[config.mk]
export PLATFORM = sky130hd
export DESIGN_NAME = op1_sub_pipe
export DESIGN_NICKNAME = d
export VERILOG_FILES = /design/src/rtl/op1_sub_pipe.sv
export SDC_FILE = /design/constraint.sdc
export NUM_CORES = 1
export LEC_CHECK = 0
export CAP_MARGIN = 20
export CORE_MARGIN = 2
export CORE_UTILIZATION = 50
export CTS_BUF_LIST = sky130_fd_sc_hd__clkbuf_4 sky130_fd_sc_hd__clkbuf_8 sky130_fd_sc_hd__clkbuf_16
export CTS_CLUSTER_SIZE = 30
export DETAILED_ROUTE_END_ITERATION = 16
export GPL_TIMING_DRIVEN = 0
export PLACE_DENSITY = 0.85
export SYNTH_ARGS = -nofsm -noshare
export SYNTH_HDL_FRONTEND = slang
export SYNTH_HIERARCHICAL = 1
export SYNTH_SLANG_ARGS = --single-unit
[constraint.sdc]
create_clock -name clk -period 5.7 [get_ports clk]
set_input_delay 1.14 -clock clk [delete_from_list [all_inputs] [get_ports clk]]
set_output_delay 1.14 -clock clk [all_outputs]
set_load 0.01 [all_outputs]
[src/rtl/op1_sub_pipe.sv]
// Two-stage 8-bit subtract on a 12-bit operand bus: the low nibble resolves in
// stage 1, the high nibble in stage 2 using the registered nibble carry.

module op1_sub_cla4 (
  input  logic [3:0] a_i,
  input  logic [3:0] b_i,
  input  logic       cin_i,
  output logic [3:0] diff_o,
  output logic       cout_o
);
  logic [3:0] g, p;
  logic [4:0] c;

  // A - B computed as A + ~B + cin with a 4-bit carry lookahead.
  always_comb begin
    g    = a_i & ~b_i;
    p    = a_i ^ ~b_i;
    c[0] = cin_i;
    c[1] = g[0] | (p[0] & c[0]);
    c[2] = g[1] | (p[1] & g[0]) | (p[1] & p[0] & c[0]);
    c[3] = g[2] | (p[2] & g[1]) | (p[2] & p[1] & g[0]) | (p[2] & p[1] & p[0] & c[0]);
    c[4] = g[3] | (p[3] & g[2]) | (p[3] & p[2] & g[1]) | (p[3] & p[2] & p[1] & g[0])
         | (p[3] & p[2] & p[1] & p[0] & c[0]);
  end

  assign diff_o = p ^ c[3:0];
  assign cout_o = c[4];
endmodule

module op1_sub_pipe (
  input  logic        clk,
  input  logic        rst,
  input  logic        in_valid,
  output logic        in_ready,
  input  logic [11:0] op_1,
  input  logic [11:0] op_2,
  output logic        out_valid,
  input  logic        out_ready,
  output logic [11:0] result,
  output logic        borrow,
  output logic        zero,
  output logic        ovf
);
  logic       s1_en, s2_en;
  logic       s1_valid_q, s2_valid_q;
  logic [3:0] a_hi_q, b_hi_q, d_lo_q;
  logic       c4_q;
  logic [3:0] d_lo_d, d_hi_d;
  logic       c4_d, c8_d;
  logic [7:0] diff_d;
  logic [7:0] res_q;
  logic       borrow_q, zero_q, ovf_q;
  logic       unused_hi;

  // The upper operand nibble is outside the 8-bit arithmetic core.
  assign unused_hi = ^{op_1[11:8], op_2[11:8]};

  // No skid buffer: a stalled output backs pressure straight to the input.
  assign s2_en     = !s2_valid_q || out_ready;
  assign s1_en     = !s1_valid_q || s2_en;
  assign in_ready  = s1_en;
  assign out_valid = s2_valid_q;

  op1_sub_cla4 u_lo (
    .a_i   (op_1[3:0]),
    .b_i   (op_2[3:0]),
    .cin_i (1'b1),
    .diff_o(d_lo_d),
    .cout_o(c4_d)
  );

  op1_sub_cla4 u_hi (
    .a_i   (a_hi_q),
    .b_i   (b_hi_q),
    .cin_i (c4_q),
    .diff_o(d_hi_d),
    .cout_o(c8_d)
  );

  assign diff_d = {d_hi_d, d_lo_q};

  always_ff @(posedge clk or posedge rst) begin
    if (rst) begin
      s1_valid_q <= 1'b0;
      a_hi_q     <= 4'h0;
      b_hi_q     <= 4'h0;
      d_lo_q     <= 4'h0;
      c4_q       <= 1'b0;
    end else if (s1_en) begin
      s1_valid_q <= in_valid;
      if (in_valid) begin
        a_hi_q <= op_1[7:4];
        b_hi_q <= op_2[7:4];
        d_lo_q <= d_lo_d;
        c4_q   <= c4_d;
      end
    end
  end

  // Stage 2 data only moves on a real transfer so results stay put when idle.
  always_ff @(posedge clk or posedge rst) begin
    if (rst) begin
      s2_valid_q <= 1'b0;
      res_q      <= 8'h00;
      borrow_q   <= 1'b0;
      zero_q     <= 1'b0;
      ovf_q      <= 1'b0;
    end else if (s2_en) begin
      s2_valid_q <= s1_valid_q;
      if (s1_valid_q) begin
        res_q    <= diff_d;
        borrow_q <= ~c8_d;
        zero_q   <= (diff_d == 8'h00);
        ovf_q    <= (a_hi_q[3] ^ b_hi_q[3]) & (d_hi_d[3] ^ a_hi_q[3]);
      end
    end
  end

  assign result = {4'h0, res_q};
  assign borrow = borrow_q;
  assign zero   = zero_q;
  assign ovf    = ovf_q;
endmodule

==> results of run 1 <==
through the flow:
| stage | cell area [um2] | hold WS, ns | util [%] |
|---|---|---|---|
| finish | 1900 | 0.512 | 69.0 |
| global route | 1900 | 0.531 | 69.0 |
| CTS | 1870 | 0.522 | 68.0 |
| detailed placement | 1820 | 0.489 | 66.1 |
| global placement | 1820 | 0.476 | 66.1 |
| floorplan | 1460 | 0.481 | - |
worst reg2reg max path: stages (launching register included):
cell and delay, ns:
dfrtp_1 0.45, ha_1 0.31, a21o_1 0.17, a31o_1 0.24
xor2_1 0.19, nor4_1 0.32, nand4_1 0.13, a21bo_2 0.20
per-layer routing:
layer / part of all wire (%) / wire length, um
met4: 1.2 / 27
met2: 48 / 1100
met5: 0 / 0
met1: 45 / 1030
met3: 5.3 / 120
sequential cells by signal (all words and copies together), names as in the netlist:
signal	cells
ovf	1
s1_valid_q	1
zero	1
d_lo_q	4
a_hi_q	4
res_q	8
b_hi_q	4
c4_q	1
borrow	1
out_valid	1
cells in the mapped netlist, drive strengths merged, types with 3 or more instances:
cell and instances:
ha 8, xor2 4, dfrtp 26, mux2 22, nand2 3, inv 10
nand2b 3, buf 6, a21o 6
worst max path at each step:
stage	from	to	slack, ns
floorplan	out_ready	in_ready	3.25
global placement	out_ready	in_ready	2.27
detailed placement	out_ready	in_ready	2.25
CTS	out_ready	in_ready	2.24
global route	out_ready	in_ready	2.21
finish	out_ready	in_ready	2.25
report_power, final:
group | internal, mW | leakage, nW | switching [mW]
Clock | 0.0710 | 0.0279 | 0.0537
Sequential | 0.236 | 0.305 | 0.0349
Combinational | 0.172 | 0.625 | 0.0959
cell type report:
type / count / area [um2]
clock buffer: 3 / 22.5
clock inverter: 1 / 30.0
inverter: 10 / 37.5
multi-input combinational: 68 / 713
buffer: 6 / 61.3
sequential: 26 / 651
timing repair buffer: 33 / 348
tap: 31 / 38.8
fill: 213 / 856
cells by family (layout without fill, tap and decap cells):
group           Yosys count  count (layout)  synth area share (%)
mux                      23              23                  22.5
compound gates           12              12                  6.14
other cells               2               6                 0.519
xor+xnor                  6               6                  3.63
buf+inv                  16              53                  6.83
fa+ha+maj                10              10                  9.68
flops                    26              26                  44.9
simple gates             11              11                  5.79
==> run summary, run 1 <==
Sink Count -> 26
CTS Buf Count -> 3
Core box area -> 2760 um2
Htree depth -> 1
Worst reg-to-reg setup slack -> 3.66 ns
Number of flops mapped to enable cells by yosys -> 0
Total Power -> 0.664 mW
Drt wl/cell -> 12.8 um
M3 GR Usage -> 1.56%
CP max stage delay -> 0.54 ns
Syn-to-layout area delta -> 31.4%
Die area -> 3340 um2
First-pass GRT wire length -> 3940 um
CP bufs+invs -> 2
WP depth -> 3
Pre-CTS setup slack -> 2.25 ns
# Max-Cap Violations -> 0
Via count -> 895
Io pins -> 45
Depth of the worst hold-timing path -> 1
Grt total ovfl -> 0
Max frequency -> 290 MHz
Synth cell types -> 25
Commonest non-fill, non-tap cell in the layout -> clkdlybuf4s50_1
Critical path cell sequence -> clkdlybuf4s50_1 -> nand3b_4 -> clkdlybuf4s50_1
Hpwl dp -> 1780 um
Clk Latency, worst-skew pair -> 0.31 ns
Clk slew on worst S/H paths -> 0.14 ns
Antenna violations before repair -> 0
Vias per cell -> 5.03
Cells after DPL -> 173
# port buffers -> 32
Max FO, Critical Path -> 3
CP arrival -> 2.31 ns
Final setup viols -> 0
Die height -> 57.8 um
Post-synthesis async set-or-reset flop share -> 100%
Syn. warnings -> 6
Power density over the cells -> 349 nW/um2
Most frequent CP cell -> clkdlybuf4s50_1
Post-cts hold buffer count -> 0
Post-route ant nets -> 0
Post-synthesis average cell area -> 13.7 um2
Leakage power figure -> 0.958 nW
Synth area leaders -> dfrtp_1 (45%), mux2_4 (19%), ha_1 (6.9%)
Pins Over Slew Limit -> 0
1st-iter DRT viols -> 17
Rows -> 19
Layout cells sized above 1 -> 24.5%
Final clock skew -> 0.00231 ns
Die width -> 57.8 um
Status -> complete, no violations
Post-route minimum period -> 3.45 ns
Slowest stage cell, crit path -> clkdlybuf4s50_1
Sequential area share after synthesis -> 44.9%
CP startpoint kind -> input pin
Final WS setup -> 2.25 ns
Ys flop type -> dfrtp_1
Reg2reg end -> zero$_DFFE_PP0P_
Critical Path RT -> 4.56 ns
Remaining DRCs -> 0
GRT Util Overall -> 15.0%
Highest-count cells in the layout ignoring fill and taps -> clkdlybuf4s50_1 (32), dfrtp_1 (26), mux2_4 (18)
Syn Std Cell Area -> 1450 um2
Met2 Usage GRT -> 26.0%
Top cell type by total area after synthesis -> dfrtp_1
Top Usage Layer GRT -> met2
Drt first pass iters -> 2
Nets@finish -> 186
M1 GR Usage -> 19.4%
Root Buffer Master -> clkbuf_4
Hold_sp -> zero$_DFFE_PP0P_
Clock Tree Buf Depth -> 2
Crit Path Class -> in2out
FF-to-FF Start -> a_hi_q[0]$_DFFE_PP0P_
Max rail drop VDD -> 0.000249 V
Hold Path Class -> reg2reg
# Post-CTS Setup Buffers -> 0
RSZ-0062 raised after global routing -> false
Total Wirelength -> 2280 um
Vias in the first global route -> 902
TNS Setup -> 0 ns
Routability Congestion -> 0.736
Endpoints failing hold -> 0
Top delay family on crit path -> buffers and inverters
R2r worst-path depth -> 7
Final worst path period share -> 60.5%
CTS resizes -> 0
Mapped Cells -> 106
Synth top area share -> 44.9%
Layout Cells excl Fill -> 178
Seq cells post-synth -> 26
Diode count -> 0
Largest net degree at the start of global routing -> 27
Setup crit end kind -> output pin
Starting Density -> 52.5%
Worst hold path endpoint -> zero$_DFFE_PP0P_
CTS tree -> done
Power figures use the tool's default switching activity.
==> run 2: changes to the inputs <==
--- a/config.mk
+++ b/config.mk
@@ -7,12 +7,12 @@
 export LEC_CHECK = 0
 export CAP_MARGIN = 20
 export CORE_MARGIN = 2
-export CORE_UTILIZATION = 50
+export CORE_UTILIZATION = 46
 export CTS_BUF_LIST = sky130_fd_sc_hd__clkbuf_4 sky130_fd_sc_hd__clkbuf_8 sky130_fd_sc_hd__clkbuf_16
 export CTS_CLUSTER_SIZE = 30
 export DETAILED_ROUTE_END_ITERATION = 16
 export GPL_TIMING_DRIVEN = 0
-export PLACE_DENSITY = 0.85
+export PLACE_DENSITY = 0.79
 export SYNTH_ARGS = -nofsm -noshare
 export SYNTH_HDL_FRONTEND = slang
 export SYNTH_HIERARCHICAL = 1
==> constraint.sdc (replaced) <==
create_clock -name clk -period 3.6 [get_ports clk]
set_input_delay 0.72 -clock clk [delete_from_list [all_inputs] [get_ports clk]]
set_output_delay 0.72 -clock clk [all_outputs]
set_load 0.01 [all_outputs]
==> run summary, run 2 (same netlist as run 1, synthesis figures left out) <==
Status -> complete, no violations
CP arrival -> 1.89 ns (-0.42 ns)
Drt wl/cell -> 12.3 um (-4.2%)
1st-iter DRT viols -> 5 (-12)
Power density over the cells -> 525 nW/um2 (+50%)
Final setup viols -> 0 (unchanged)
Switching share of power -> 29.1% (+1.3 points)
Post-route minimum period -> 2.61 ns
Switching power -> 0.290 mW (+57%)
Diode count -> 0 (unchanged)
Endpoints failing hold -> 0 (unchanged)
CP max stage delay -> 0.53 ns (about the same)
Clock network power share -> 14.3% (-4.5 points)
CTS resizes -> 0 (unchanged)
Setup crit end kind -> output pin
Vias in the first global route -> 995 (+10%)
# Max-Cap Violations -> 0 (unchanged)
TNS Setup -> 0 ns (unchanged)
Via count -> 906 (+1.2%)
Commonest non-fill, non-tap cell in the layout -> clkdlybuf4s50_1
Critical Path RT -> 2.88 ns (-1.68 ns)
CTS tree -> done
Final worst path period share -> 72.4%
First-pass GRT wire length -> 4100 um (+4.0%)
Total Wirelength -> 2350 um (+2.8%)
Reg power frac -> 42.8% (+2.0 points)
Remaining DRCs -> 0 (unchanged)
Post-route ant nets -> 0 (unchanged)
Htree depth -> 1 (unchanged)
Highest-count cells in the layout ignoring fill and taps -> clkdlybuf4s50_1 (32), dfrtp_1 (26), mux2_4 (18)
Pins Over Slew Limit -> 0 (unchanged)
Sequential cell area -> 651 um2 (unchanged)
Rows -> 20 (+1)
Hold Path Class -> reg2reg
Clock Tree Buf Depth -> 2 (unchanged)
Post-cts hold buffer count -> 0 (unchanged)
Area occupied by multi-input gates -> 713 um2 (unchanged)
Drt first pass iters -> 4 (+2)
Die width -> 60.1 um (+4.0%)
Syn-to-layout area delta -> 31.4% (unchanged)
Sink Count -> 26 (unchanged)
Core box area -> 3030 um2 (+9.8%)
# Post-CTS Setup Buffers -> 0 (unchanged)
Internal -> 0.708 mW (+48%)
Final WS setup -> 0.994 ns (-1.26 ns)
GRT Util Overall -> 15.5% (+0.46 points)
Number of fill cells in the layout -> 245 (+15%)
Max FO, Critical Path -> 3 (unchanged)
# port buffers -> 32 (unchanged)
Routability Congestion -> 0.733 (-0.42%)
Pre-CTS setup slack -> 0.998 ns (-1.25 ns)
Clk slew on worst S/H paths -> 0.13 ns (about the same)
Max rail drop VDD -> 0.000164 V (-34%)
Root Buffer Master -> clkbuf_4
Comb pwr share -> 42.9% (+2.5 points)
Cells after DPL -> 186 (+7.5%)
Die height -> 60.1 um (+4.0%)
Nets@finish -> 186 (unchanged)
Crit Path Class -> in2out
CTS Buf Count -> 3 (unchanged)
Most frequent CP cell -> clkdlybuf4s50_1
Antenna violations before repair -> 0 (unchanged)
Clk Latency, worst-skew pair -> 0.31 ns (about the same)
Io pins -> 45 (unchanged)
Vias per cell -> 4.74 (-5.7%)
Max frequency -> 384 MHz
Hpwl dp -> 1920 um (+8.3%)
Largest register FFs -> 8 (unchanged)
Slowest stage cell, crit path -> clkdlybuf4s50_1
Layout Cells excl Fill -> 191 (+7.3%)
Layout cells sized above 1 -> 24.5% (unchanged)
Grt total ovfl -> 0 (unchanged)
Die area -> 3610 um2 (+8.1%)
Critical path cell sequence -> clkdlybuf4s50_1 -> nand3b_4 -> clkdlybuf4s50_1
RSZ-0062 raised after global routing -> false
Reg with most FFs -> res_q
Starting Density -> 47.8% (-4.7 points)
Final clock skew -> 0.00602 ns (+0.00371 ns)
Leakage power figure -> 0.951 nW (-0.72%)
Largest net degree at the start of global routing -> 27 (unchanged)
CP startpoint kind -> input pin
## run 2: cell count changes in the layout (fill, tap and decap cells not counted)
cell and change:
clkbuf_8 +1, bufinv_16 -1
## run 2: final timing paths
path / startpoint / end / slack, ns / cells past startpoint
worst max-delay path: out_ready / in_ready / 0.99 / 3
worst min-delay path: zero$_DFFE_PP0P_ / zero$_DFFE_PP0P_ / 0.51 / 1
worst max register to register: a_hi_q[2]$_DFFE_PP0P_ / zero$_DFFE_PP0P_ / 1.54 / 7
worst min register to register: zero$_DFFE_PP0P_ / zero$_DFFE_PP0P_ / 0.51 / 1
max in group asynchronous: rst / res_q[7]$_DFFE_PP0P_ / 2.56 / 3
min in group asynchronous: rst / d_lo_q[1]$_DFFE_PP0P_ / 0.64 / 2
## run 2: final cells by class
cell class | count | share of cell area, %
buffer | 6 | 3.22
clock buffer | 4 | 1.91
tap | 44 | 2.89
inverter | 10 | 1.97
timing repair buffer | 33 | 18.3
sequential | 26 | 34.2
multi-input combinational | 68 | 37.5
## run 2: power groups by stage
| stage | Clock (mW) | Combinational [mW] | Sequential [mW] |
|---|---|---|---|
| 2_1_floorplan | 0 | 0.235 | 0.450 |
| 3_3_place_gp | 0 | 0.412 | 0.433 |
| 3_5_place_dp | 0 | 0.427 | 0.435 |
| 4_1_cts | 0.149 | 0.430 | 0.428 |
| 5_1_grt | 0.162 | 0.464 | 0.439 |
| 6_report | 0.143 | 0.428 | 0.427 |
## run 2: per-layer routing
layer | track usage [%] | routed length (um) | vias to the layer above
li1 | - | - | 436
met1 | 17.5 | 990 | 439
met2 | 28.0 | 1200 | 29
met3 | 2.38 | 125 | 2
met4 | 7.62 | 27 | 0
met5 | 0 | 0 | -
## run 2: stage by stage
step                hold WS, ns  power (mW)  utilization (%)  instance area, um2
floorplan                 0.481       0.684                -                1460
global placement          0.479       0.845             60.7                1840
detailed placement        0.483       0.862             60.7                1840
CTS                       0.513        1.01             61.9                1870
global route              0.537        1.07             62.8                1900
finish                    0.508       0.998             62.8                1900
## run 2: critical path: cells and delay by family
kind / cells / cell delay (ns)
buffers and inverters: 2 / 1.01
and+or+nand+nor: 1 / 0.15
